File: src/rtl/axi_mem_tester_pkg.sv
// rtl/axi_mem_tester_pkg.sv - shared states, AXI constants and pattern function for axi_mem_tester
package axi_mem_tester_pkg;

    typedef enum logic [2:0] {
        S_IDLE,
        S_AW,
        S_W,
        S_B,
        S_AR,
        S_R,
        S_FIN
    } state_t;

    localparam logic [1:0] BURST_INCR = 2'b01;
    localparam logic [2:0] SIZE_4B    = 3'b010;
    localparam logic [1:0] RESP_OKAY  = 2'b00;

    // Word address (byte address with the two low bits cleared) XOR seed.
    function automatic logic [31:0] pattern(input logic [31:0] addr, input logic [31:0] seed);
        return (addr & 32'hFFFF_FFFC) ^ seed;
    endfunction

endpackage

File: src/rtl/axi_mem_tester_cmp.sv
// rtl/axi_mem_tester_cmp.sv - combinational readback compare of one read beat
module axi_mem_tester_cmp
    import axi_mem_tester_pkg::*;
(
    input  logic [31:0] beat_addr,
    input  logic [31:0] rdata,
    input  logic [1:0]  rresp,
    input  logic [31:0] seed,
    output logic        miss
);

    assign miss = (rdata != pattern(beat_addr, seed)) || (rresp != RESP_OKAY);

endmodule

File: src/rtl/axi_mem_tester.sv
// rtl/axi_mem_tester.sv - AXI4 burst write/readback memory tester
module axi_mem_tester
    import axi_mem_tester_pkg::*;
#(
    parameter int ID_W      = 6,
    parameter int AXI_ID    = 0,
    parameter int BURST_LEN = 16,
    parameter int CNT_W     = 16
) (
    input  logic             clk,
    input  logic             reset,
    input  logic             start,
    input  logic [31:0]      base_addr,
    input  logic [CNT_W-1:0] num_bursts,
    input  logic [31:0]      seed,
    output logic             busy,
    output logic             done,
    output logic [CNT_W-1:0] err_count,
    output logic [31:0]      first_err_addr,
    output logic             proto_err,
    output logic [ID_W-1:0]  m_axi_awid,
    output logic [31:0]      m_axi_awaddr,
    output logic [7:0]       m_axi_awlen,
    output logic [2:0]       m_axi_awsize,
    output logic [1:0]       m_axi_awburst,
    output logic             m_axi_awvalid,
    input  logic             m_axi_awready,
    output logic [31:0]      m_axi_wdata,
    output logic [3:0]       m_axi_wstrb,
    output logic             m_axi_wlast,
    output logic             m_axi_wvalid,
    input  logic             m_axi_wready,
    input  logic [ID_W-1:0]  m_axi_bid,
    input  logic [1:0]       m_axi_bresp,
    input  logic             m_axi_bvalid,
    output logic             m_axi_bready,
    output logic [ID_W-1:0]  m_axi_arid,
    output logic [31:0]      m_axi_araddr,
    output logic [7:0]       m_axi_arlen,
    output logic [2:0]       m_axi_arsize,
    output logic [1:0]       m_axi_arburst,
    output logic             m_axi_arvalid,
    input  logic             m_axi_arready,
    input  logic [ID_W-1:0]  m_axi_rid,
    input  logic [31:0]      m_axi_rdata,
    input  logic [1:0]       m_axi_rresp,
    input  logic             m_axi_rlast,
    input  logic             m_axi_rvalid,
    output logic             m_axi_rready
);

    localparam logic [31:0]     BURST_BYTES = 32'(BURST_LEN * 4);
    localparam logic [31:0]     ALIGN_MASK  = ~(BURST_BYTES - 32'd1);
    localparam logic [ID_W-1:0] ID_V        = ID_W'(AXI_ID);
    localparam logic [8:0]      LAST_BEAT   = 9'(BURST_LEN - 1);

    state_t           state, state_n;
    logic [31:0]      base_q, seed_q, cur_addr, beat_addr;
    logic [CNT_W-1:0] nb_q, burst_cnt;
    logic [8:0]       beat;
    logic             err_seen, last_burst, beat_last, rd_miss;

    assign beat_addr  = cur_addr + {21'd0, beat, 2'b00};
    assign last_burst = (burst_cnt == nb_q - CNT_W'(1));
    assign beat_last  = (beat == LAST_BEAT);

    assign m_axi_awid    = ID_V;
    assign m_axi_awaddr  = cur_addr;
    assign m_axi_awlen   = 8'(BURST_LEN - 1);
    assign m_axi_awsize  = SIZE_4B;
    assign m_axi_awburst = BURST_INCR;
    assign m_axi_wdata   = pattern(beat_addr, seed_q);
    assign m_axi_wstrb   = 4'hF;
    assign m_axi_wlast   = beat_last;
    assign m_axi_arid    = ID_V;
    assign m_axi_araddr  = cur_addr;
    assign m_axi_arlen   = 8'(BURST_LEN - 1);
    assign m_axi_arsize  = SIZE_4B;
    assign m_axi_arburst = BURST_INCR;

    assign busy = (state != S_IDLE) && (state != S_FIN);

    axi_mem_tester_cmp u_cmp (
        .beat_addr (beat_addr),
        .rdata     (m_axi_rdata),
        .rresp     (m_axi_rresp),
        .seed      (seed_q),
        .miss      (rd_miss)
    );

    always_ff @(posedge clk) begin
        if (reset) state <= S_IDLE;
        else       state <= state_n;
    end

    always_comb begin
        state_n       = state;
        m_axi_awvalid = 1'b0;
        m_axi_wvalid  = 1'b0;
        m_axi_bready  = 1'b0;
        m_axi_arvalid = 1'b0;
        m_axi_rready  = 1'b0;
        done          = 1'b0;
        case (state)
            S_IDLE: if (start) state_n = (num_bursts == '0) ? S_FIN : S_AW;
            S_AW: begin
                m_axi_awvalid = 1'b1;
                if (m_axi_awready) state_n = S_W;
            end
            S_W: begin
                m_axi_wvalid = 1'b1;
                if (m_axi_wready && beat_last) state_n = S_B;
            end
            S_B: begin
                m_axi_bready = 1'b1;
                if (m_axi_bvalid) state_n = last_burst ? S_AR : S_AW;
            end
            S_AR: begin
                m_axi_arvalid = 1'b1;
                if (m_axi_arready) state_n = S_R;
            end
            S_R: begin
                m_axi_rready = 1'b1;
                if (m_axi_rvalid && m_axi_rlast) state_n = last_burst ? S_FIN : S_AR;
            end
            S_FIN: begin
                done    = 1'b1;
                state_n = S_IDLE;
            end
            default: state_n = S_IDLE;
        endcase
    end

    always_ff @(posedge clk) begin
        if (reset) begin
            base_q         <= '0;
            seed_q         <= '0;
            nb_q           <= '0;
            cur_addr       <= '0;
            burst_cnt      <= '0;
            beat           <= '0;
            err_count      <= '0;
            first_err_addr <= '0;
            err_seen       <= 1'b0;
            proto_err      <= 1'b0;
        end else begin
            case (state)
                S_IDLE: if (start) begin
                    base_q         <= base_addr & ALIGN_MASK;
                    cur_addr       <= base_addr & ALIGN_MASK;
                    seed_q         <= seed;
                    nb_q           <= num_bursts;
                    burst_cnt      <= '0;
                    beat           <= '0;
                    err_count      <= '0;
                    first_err_addr <= '0;
                    err_seen       <= 1'b0;
                    proto_err      <= 1'b0;
                end
                S_AW, S_AR: beat <= '0;
                S_W: if (m_axi_wready) beat <= beat + 9'd1;
                S_B: if (m_axi_bvalid) begin
                    if (m_axi_bresp != RESP_OKAY && !(&err_count)) err_count <= err_count + CNT_W'(1);
                    if (m_axi_bid != ID_V) proto_err <= 1'b1;
                    if (last_burst) begin
                        cur_addr  <= base_q;
                        burst_cnt <= '0;
                    end else begin
                        cur_addr  <= cur_addr + BURST_BYTES;
                        burst_cnt <= burst_cnt + CNT_W'(1);
                    end
                end
                S_R: if (m_axi_rvalid) begin
                    beat <= beat + 9'd1;
                    if (rd_miss) begin
                        if (!(&err_count)) err_count <= err_count + CNT_W'(1);
                        if (!err_seen) begin
                            first_err_addr <= beat_addr;
                            err_seen       <= 1'b1;
                        end
                    end
                    // rlast must coincide with the final beat; the burst still ends on rlast.
                    if ((m_axi_rlast != beat_last) || (m_axi_rid != ID_V)) proto_err <= 1'b1;
                    if (m_axi_rlast && !last_burst) begin
                        cur_addr  <= cur_addr + BURST_BYTES;
                        burst_cnt <= burst_cnt + CNT_W'(1);
                    end
                end
                default: ;
            endcase
        end
    end

endmodule

File: config.mk
export PLATFORM = sky130hd
export DESIGN_NAME = axi_mem_tester
export DESIGN_NICKNAME = d
export VERILOG_FILES = /design/src/rtl/axi_mem_tester_pkg.sv /design/src/rtl/axi_mem_tester_cmp.sv /design/src/rtl/axi_mem_tester.sv
export SDC_FILE = /design/constraint.sdc
export NUM_CORES = 1
export LEC_CHECK = 0
export CORE_ASPECT_RATIO = 1.25
export CORE_MARGIN = 4
export CORE_UTILIZATION = 43
export CTS_BUF_LIST = sky130_fd_sc_hd__clkbuf_16
export DETAILED_ROUTE_END_ITERATION = 8
export GPL_TIMING_DRIVEN = 0
export PLACE_DENSITY_LB_ADDON = 0.1
export RECOVER_POWER = 100
export SLEW_MARGIN = 15
export SYNTH_ARGS = -nofsm -noshare
export SYNTH_HDL_FRONTEND = slang
export SYNTH_HIERARCHICAL = 1
export SYNTH_SLANG_ARGS = --single-unit
File: constraint.sdc
create_clock -name clk -period 4.05 [get_ports clk]
set_clock_uncertainty 0.05 [all_clocks]
set_input_delay 0.405 -clock clk [delete_from_list [all_inputs] [get_ports clk]]
set_output_delay 0.405 -clock clk [all_outputs]
set_load 0.05 [all_outputs]
# [Word-level counts from Yosys, hierarchy flattened]
# Index checks and enable logic that the tools add are counted.
[totals] out_inout_bits=195 reg_bits=184 inputBits=137
[classes] muxes=52 reduce_logical=29 n_addsub=6 n_eq_ne=26 bitwise=1
[op_table] cell="2-to-1 mux 32 bit" count=9
[op_table] cell="2-to-1 mux 16 bit" count=10
[op_table] cell="one-hot mux 16 bit (3 select lines)" count=2
[op_table] cell="one-hot mux 32 bit (3 select lines)" count=1
[op_table] cell="one-hot mux 32 bit (2 select lines)" count=1
[op_table] cell="one-hot mux 9 bit (4 select lines)" count=1
[op_table] cell="adder 16 x 1 -> 16 bit, second input constant" count=2
[op_table] cell="adder 32 x 11 -> 32 bit" count=1
[op_table] cell="adder 32 x 7 -> 32 bit, second input constant" count=1
[op_table] cell="inequality test 32 bit" count=1
[op_table] cell="XOR 32 bit" count=1
[op_table] cell="inequality test 2 bit, second input constant" count=15
[op_table] cell="2-to-1 mux 9 bit" count=3
[op_table] cell="2-to-1 mux 3 bit" count=8
[op_table] cell="one-hot mux 3 bit (6 select lines)" count=1
[op_table] cell="equality test 16 bit" count=1
[op_table] cell="logical NOT 16 bit" count=1
[op_table] cell="AND reduction 16 bit" count=1
[op_table] cell="subtractor 16 x 1 -> 16 bit, second input constant" count=1
[op_table] cell="2-to-1 mux 1 bit" count=13
[op_table] cell="AND reduction 6 bit" count=2
[op_table] cell="nonzero test 6 bit" count=2
[op_table] cell="AND reduction 5 bit" count=2
[op_table] cell="adder 9 x 1 -> 9 bit, second input constant" count=1
[op_table] cell="other kinds (20)" count=33

# [Depth between registers and ports, before layout]
[logic_depth] word_depth=7 depth_mapped=20

# [Hierarchy]
# The synthesis kept the hierarchy.
[modules_own_cells] mod="axi_mem_tester" area_per_inst_um2=9925.8 cells_per_inst=1281 n_inst=1
[modules_own_cells] mod="axi_mem_tester_cmp" area_per_inst_um2=738.2 cells_per_inst=53 n_inst=1

# [Least setup slack after synthesis]
# OpenSTA, ideal clock, no wires.
[synth_timing] path_type="register -> register" start="reg cur_addr[6], in the netlist m_axi_araddr[6]" end="reg first_err_addr[30]" synth_period_minus_slack_ps=4679 t_arrival_ps=4554 setup_time_ps=75 path_stages_with_launch=21 t_required_ps=3925 setup_slack_ps=-629 path_buffers=2 path_cell_list="dfxtp_1 > ha_1 > a21o_1 > a21oi_1 > o21ba_2 > o21bai_1 > nor3b_1 > nand4_1 > xor2_1 > inv_1 > xnor2_1 > xnor2_1 > nor4_1 > nand4_1 > nand3_1 > a22o_1 > and2_1 > clkbuf_1 > buf_1 > nand2_1 > o21ai_0"
[synth_between] elab_chain_len=6
[synth_lines] element="from (decl)" line_no="axi_mem_tester.sv:58" source="logic [31:0] base_q, seed_q, cur_addr, beat_addr;"
[synth_lines] element="from (signal assigned)" line_no="axi_mem_tester.sv:150" source="cur_addr <= base_addr & ALIGN_MASK;"
[synth_lines] element="from (signal assigned)" line_no="axi_mem_tester.sv:166" source="cur_addr <= base_q;"
[synth_lines] element="from (signal assigned)" line_no="axi_mem_tester.sv:169" source="cur_addr <= cur_addr + BURST_BYTES;"
[synth_lines] element="adder 32 x 11 -> 32 bit" line_no="axi_mem_tester.sv:63" source="assign beat_addr = cur_addr + {21'd0, beat, 2'b00};"
[synth_lines] element="net beat_addr[25]" line_no="axi_mem_tester.sv:58"
[synth_lines] element="XOR 32 bit" line_no="axi_mem_tester_pkg.sv:20" source="return (addr & 32'hFFFF_FFFC) ^ seed;"
[synth_lines] element="inequality test 32 bit" line_no="axi_mem_tester_cmp.sv:12" source="assign miss = (rdata != pattern(beat_addr, seed)) || (rresp != RESP_OKAY);"
[synth_lines] element="logical OR 1 bit" line_no="axi_mem_tester_cmp.sv:12"
[synth_lines] element="net rd_miss" line_no="axi_mem_tester.sv:61" source="logic err_seen, last_burst, beat_last, rd_miss;"
[synth_lines] element="inequality test 2 bit (no source line)"
[synth_lines] element="AND reduction 5 bit (no source line)"
[synth_lines] element="to (signal assigned)" line_no="axi_mem_tester.sv:178" source="first_err_addr <= beat_addr;"
[synth_lines] element="to (decl)" line_no="axi_mem_tester.sv:19" source="output logic [31:0] first_err_addr,"
# The timed path passes the listed nets, and every way through them passes these cells. The select of a mux whose other input is x is not followed.
# A chain may end at the register's enable or synchronous reset.

# [Worst setup path after layout]
[layout_timing] start="reg cur_addr[7], in the netlist m_axi_araddr[7]" end="reg err_count[15]"
[layout_between] elab_chain_len=6
[layout_lines] element="adder 32 x 11 -> 32 bit" line_no="axi_mem_tester.sv:63"
[layout_lines] element="net beat_addr[30]" line_no="axi_mem_tester.sv:58"
[layout_lines] element="XOR 32 bit" line_no="axi_mem_tester_pkg.sv:20"
[layout_lines] element="inequality test 32 bit" line_no="axi_mem_tester_cmp.sv:12"
[layout_lines] element="logical OR 1 bit" line_no="axi_mem_tester_cmp.sv:12"
[layout_lines] element="net rd_miss" line_no="axi_mem_tester.sv:61"
[layout_lines] element="inequality test 2 bit (no source line)"
[layout_lines] element="AND reduction 7 bit (no source line)"
[layout_lines] element="to (signal assigned)" line_no="axi_mem_tester.sv:163" source="if (m_axi_bresp != RESP_OKAY && !(&err_count)) err_count <= err_count + CNT_W'(1);"
[layout_lines] element="to (signal assigned)" line_no="axi_mem_tester.sv:176" source="if (!(&err_count)) err_count <= err_count + CNT_W'(1);"
[layout_lines] element="to (decl)" line_no="axi_mem_tester.sv:18" source="output logic [CNT_W-1:0] err_count,"
# The timed path passes the listed nets, and every way through them passes these cells.

==> impl_metrics.csv <==
group,metric,value,unit
die,io_pins,332,
synth,synth_top_cells_by_area,"dfxtp_1, nand2_1, xnor2_1",
timing,setup_ws,-225,ps
die,die_h,184,um
die,die_x,149,um
critical_path,worstPathRequired,4310,ps
critical_path,cp_slowest_cell,"nor4_4",
clocking,cts.path.max_buffers,2,
global_routing,grt_pass1_vias,10400,
timing,fin_setup_tns,-3010,ps
timing,fin_crit,4280,ps
synth,synthAdderAreaFrac,1.17,%
placed_design,place.detailed.hpwl,29600,um
critical_path,cp_max_fo,5,
timing,max_freq,0.234,GHz
synth,synth_edf_count,0,
timing,setup_viol,30,
critical_path,crit_arrival,4540,ps
synth,synth_top_family_by_area,"simple AND/OR/NAND/NOR gates",
critical_path,end_kind,"flop",
detailed_routing,drtAntennaViolNets,0,
synth,synth_top_cell_area_share,33.0,%
synth,synthSimpleGateAreaFrac,22.8,%
synth,synth_compound_area_share,16.2,%
clocking,cts_max_level,4,
status,outcome,"complete, but fails checks",
global_routing,grt_max_degree,17,
die,die-area,27400,um2
detailed_routing,vias_per_cell,5.34,
die,core,24400,um2
synth,synth_cell_types,74,
synth,synth_xor_xnor_area_share,15.4,%
placed_design,gp_congestion,0.909,
clocking,cts.sink_count,176,
timing,worst_slew_pin_slew,939,ps
detailed_routing,first_iter_violations,792,
clocking,clk_latency,440,ps
die,initial_core_util,43.7,%
synth,muxShareOfSynthArea,0.469,%
synth,avgSynthCellArea,7.99,um2
global_routing,grt_pass1_wl,56900,um
synth,synth_cells,1334,
worst_hold_path,hp-class,"flop to flop",
power,ir_worst_vdd,0.332,mV
synth,ys_seq_area_share,33.0,%
detailed_routing,wl_per_cell,18.9,um
critical_path,crit_path_start_kind,"flop",
critical_path,path_class,"flop to flop",
placed_design,place_ws,-1270,ps
power,finalPower,8.64,mW
cells_and_area,syn_to_final_growth,45.0,%
synth,yosysTopAreaCell,"dfxtp_1",
synth,synth_seq_cells,176,
clocking,cts_made_buffers,17,
timing,hold_slack,397,ps
critical_path,critical-path-top-delay-family,"simple AND/OR/NAND/NOR gates",
timing,period_share,106,%
timing,rsz0062_at_grt,"yes",
global_routing,antenna_found_initial,0,
cells_and_area,post_route_cells_drive_above_1_share,17.1,%
cells_and_area,final_cell_mix,"nand2_1, clkdlybuf4s50_1, dfxtp_1",
run,cap_violations,0,
timing,hold_violations,0,
cells_and_area,diodes,0,
cells_and_area,layout.nets,1862,
detailed_routing,dr.pass1.iters,6,
power,powerDensity,559,nW/um2
timing,slew-limit-headroom,37.2,%
synth,syn-cell-area,10700,um2
critical_path,critPathMaxStageDelay,380,ps
clocking,cts_root_buffer,"clkbuf_16",
critical_path,critical_path.cell_chain,"ha_4 -> a21o_1 -> a21oi_2 -> o21ba_4 -> o21bai_4 -> buf_6 -> nand3_1 -> nor2_2 -> xnor2_2 -> inv_1 -> xnor3_1 -> nand4_1 -> nor4_4 -> nand4_1 -> nor2_1 -> o21ai_1 -> o311a_1 -> and4_4 -> nor3b_4 -> xnor2_1 -> nor2_1",
timing,drv_slew,0,
synth,synth_ff_type,"dfxtp_1",
detailed_routing,drc,0,
detailed_routing,vias,11000,
clocking,cts_hold_buf,0,
die,rows,64,
global_routing,grt_overflow,0,
critical_path,crit_buf_inv,2,
global_routing,grt.total_usage,26.6,%
synth,ys.warnings.count,6,
detailed_routing,wl,38800,um
clocking,cts_tree,"done",
synth,synthArstFlopShare,0,%
power,leakagePower,6.49,nW
cells_and_area,final_common_cell,"nand2_1",
clocking,clk_pin_slew,70,ps
placed_design,port_buffers,268,
cells_and_area,nFillCells,2201,
status,violations,"negative setup slack",
flip-flops by register name, indices dropped and copies added, names as in the netlist:
register and cells:
base_q 26, beat 9, burst_cnt 16, err_count 16
err_seen 1, first_err_addr 30, m_axi_araddr 26, nb_q 16
proto_err 1, seed_q 32, state 3
final timing paths:
check	slack [ps]	cells past startpoint	from	endpoint
hold reg to reg	400	2	first_err_addr[17]	first_err_addr[17]
hold / removal	400	2	first_err_addr[17]	first_err_addr[17]
setup / recovery	-230	21	m_axi_araddr[7]	err_count[15]
setup reg to reg	-230	21	m_axi_araddr[7]	err_count[15]
tightest hold or removal path: stages (launching register included):
cell     delay [ps]
dfxtp_1         310
nand2_1          50
o21ai_1          50
cell usage after synthesis, drive strengths merged, types with 4 or more instances:
master   instances
and4             6
a21oi          112
nand4           44
ha              10
or4             12
xnor2           76
a221oi           5
or3              8
mux2i            5
or2              6
nor4            21
a211oi           8
a31oi            7
buf            105
xor2            55
o211ai           4
clkbuf          66
o31ai           12
a2bb2oi          4
nor2            83
nand3           43
a21o             4
a22oi           22
o41ai            6
xnor3           22
and3            17
o221ai           7
nor3            15
dfxtp          176
inv             34
o2bb2ai          6
o21ai           40
nand2b           7
nand2          232
and2             9
power by group:
group          internal, mW  leakage, nW  switching (mW)
Sequential             1.98         1.44           0.310
Combinational          1.79         4.79            2.97
Clock                 0.842        0.259           0.740
Total                  4.61         6.49            4.02
metrics by stage:
stage                     std cells  util [%]  cell area, um2
final                          2056      63.3           15500
after global routing           2056      63.3           15500
after CTS                      2032      61.1           14900
after detailed placement       1986      57.2           14000
after global placement         1986      57.2           14000
after floorplan                1388         -           10900
metal layers:
metal  part of all wire [%]  GRT usage, %  wire length, um
met2                     52          49.2            20000
met4                    3.8          9.96             1490
met5                      0             0                0
met3                    6.7          4.56             2600
met1                     38          30.5            14700
cell type report:
type                    instances  area, um2  area share [%]
multi-input cells            1006       6700            43.4
flip-flops and latches        176       3540            22.9
repair buffers                311       3080            19.9
plain buffers                 168       1050            6.81
clock buffers                  17        425            2.75
well taps                     330        413            2.67
inverters                      35        131           0.850
clock inverters                13        118           0.761
repair_timing:
action / 4_1_cts / 5_1_grt
pin swaps: 33 / 40
cloned: 0 / 3
resized for setup: 62 / 109
buffers inserted: 19 / 21
endpoints found under the hold margin: 0 / 0
endpoints found under the setup margin: 63 / 153
cell families (layout without fill, tap and decap cells):
family          Yosys count  count (layout)
xor+xnor                153             153
other cells               2              56
simple gates            514             514
fa+ha+maj                10              10
compound gates          268             268
flops                   176             176
buf+inv                 206             544
mux                       5               5
No activity file was read; power rests on OpenSTA's default activity.
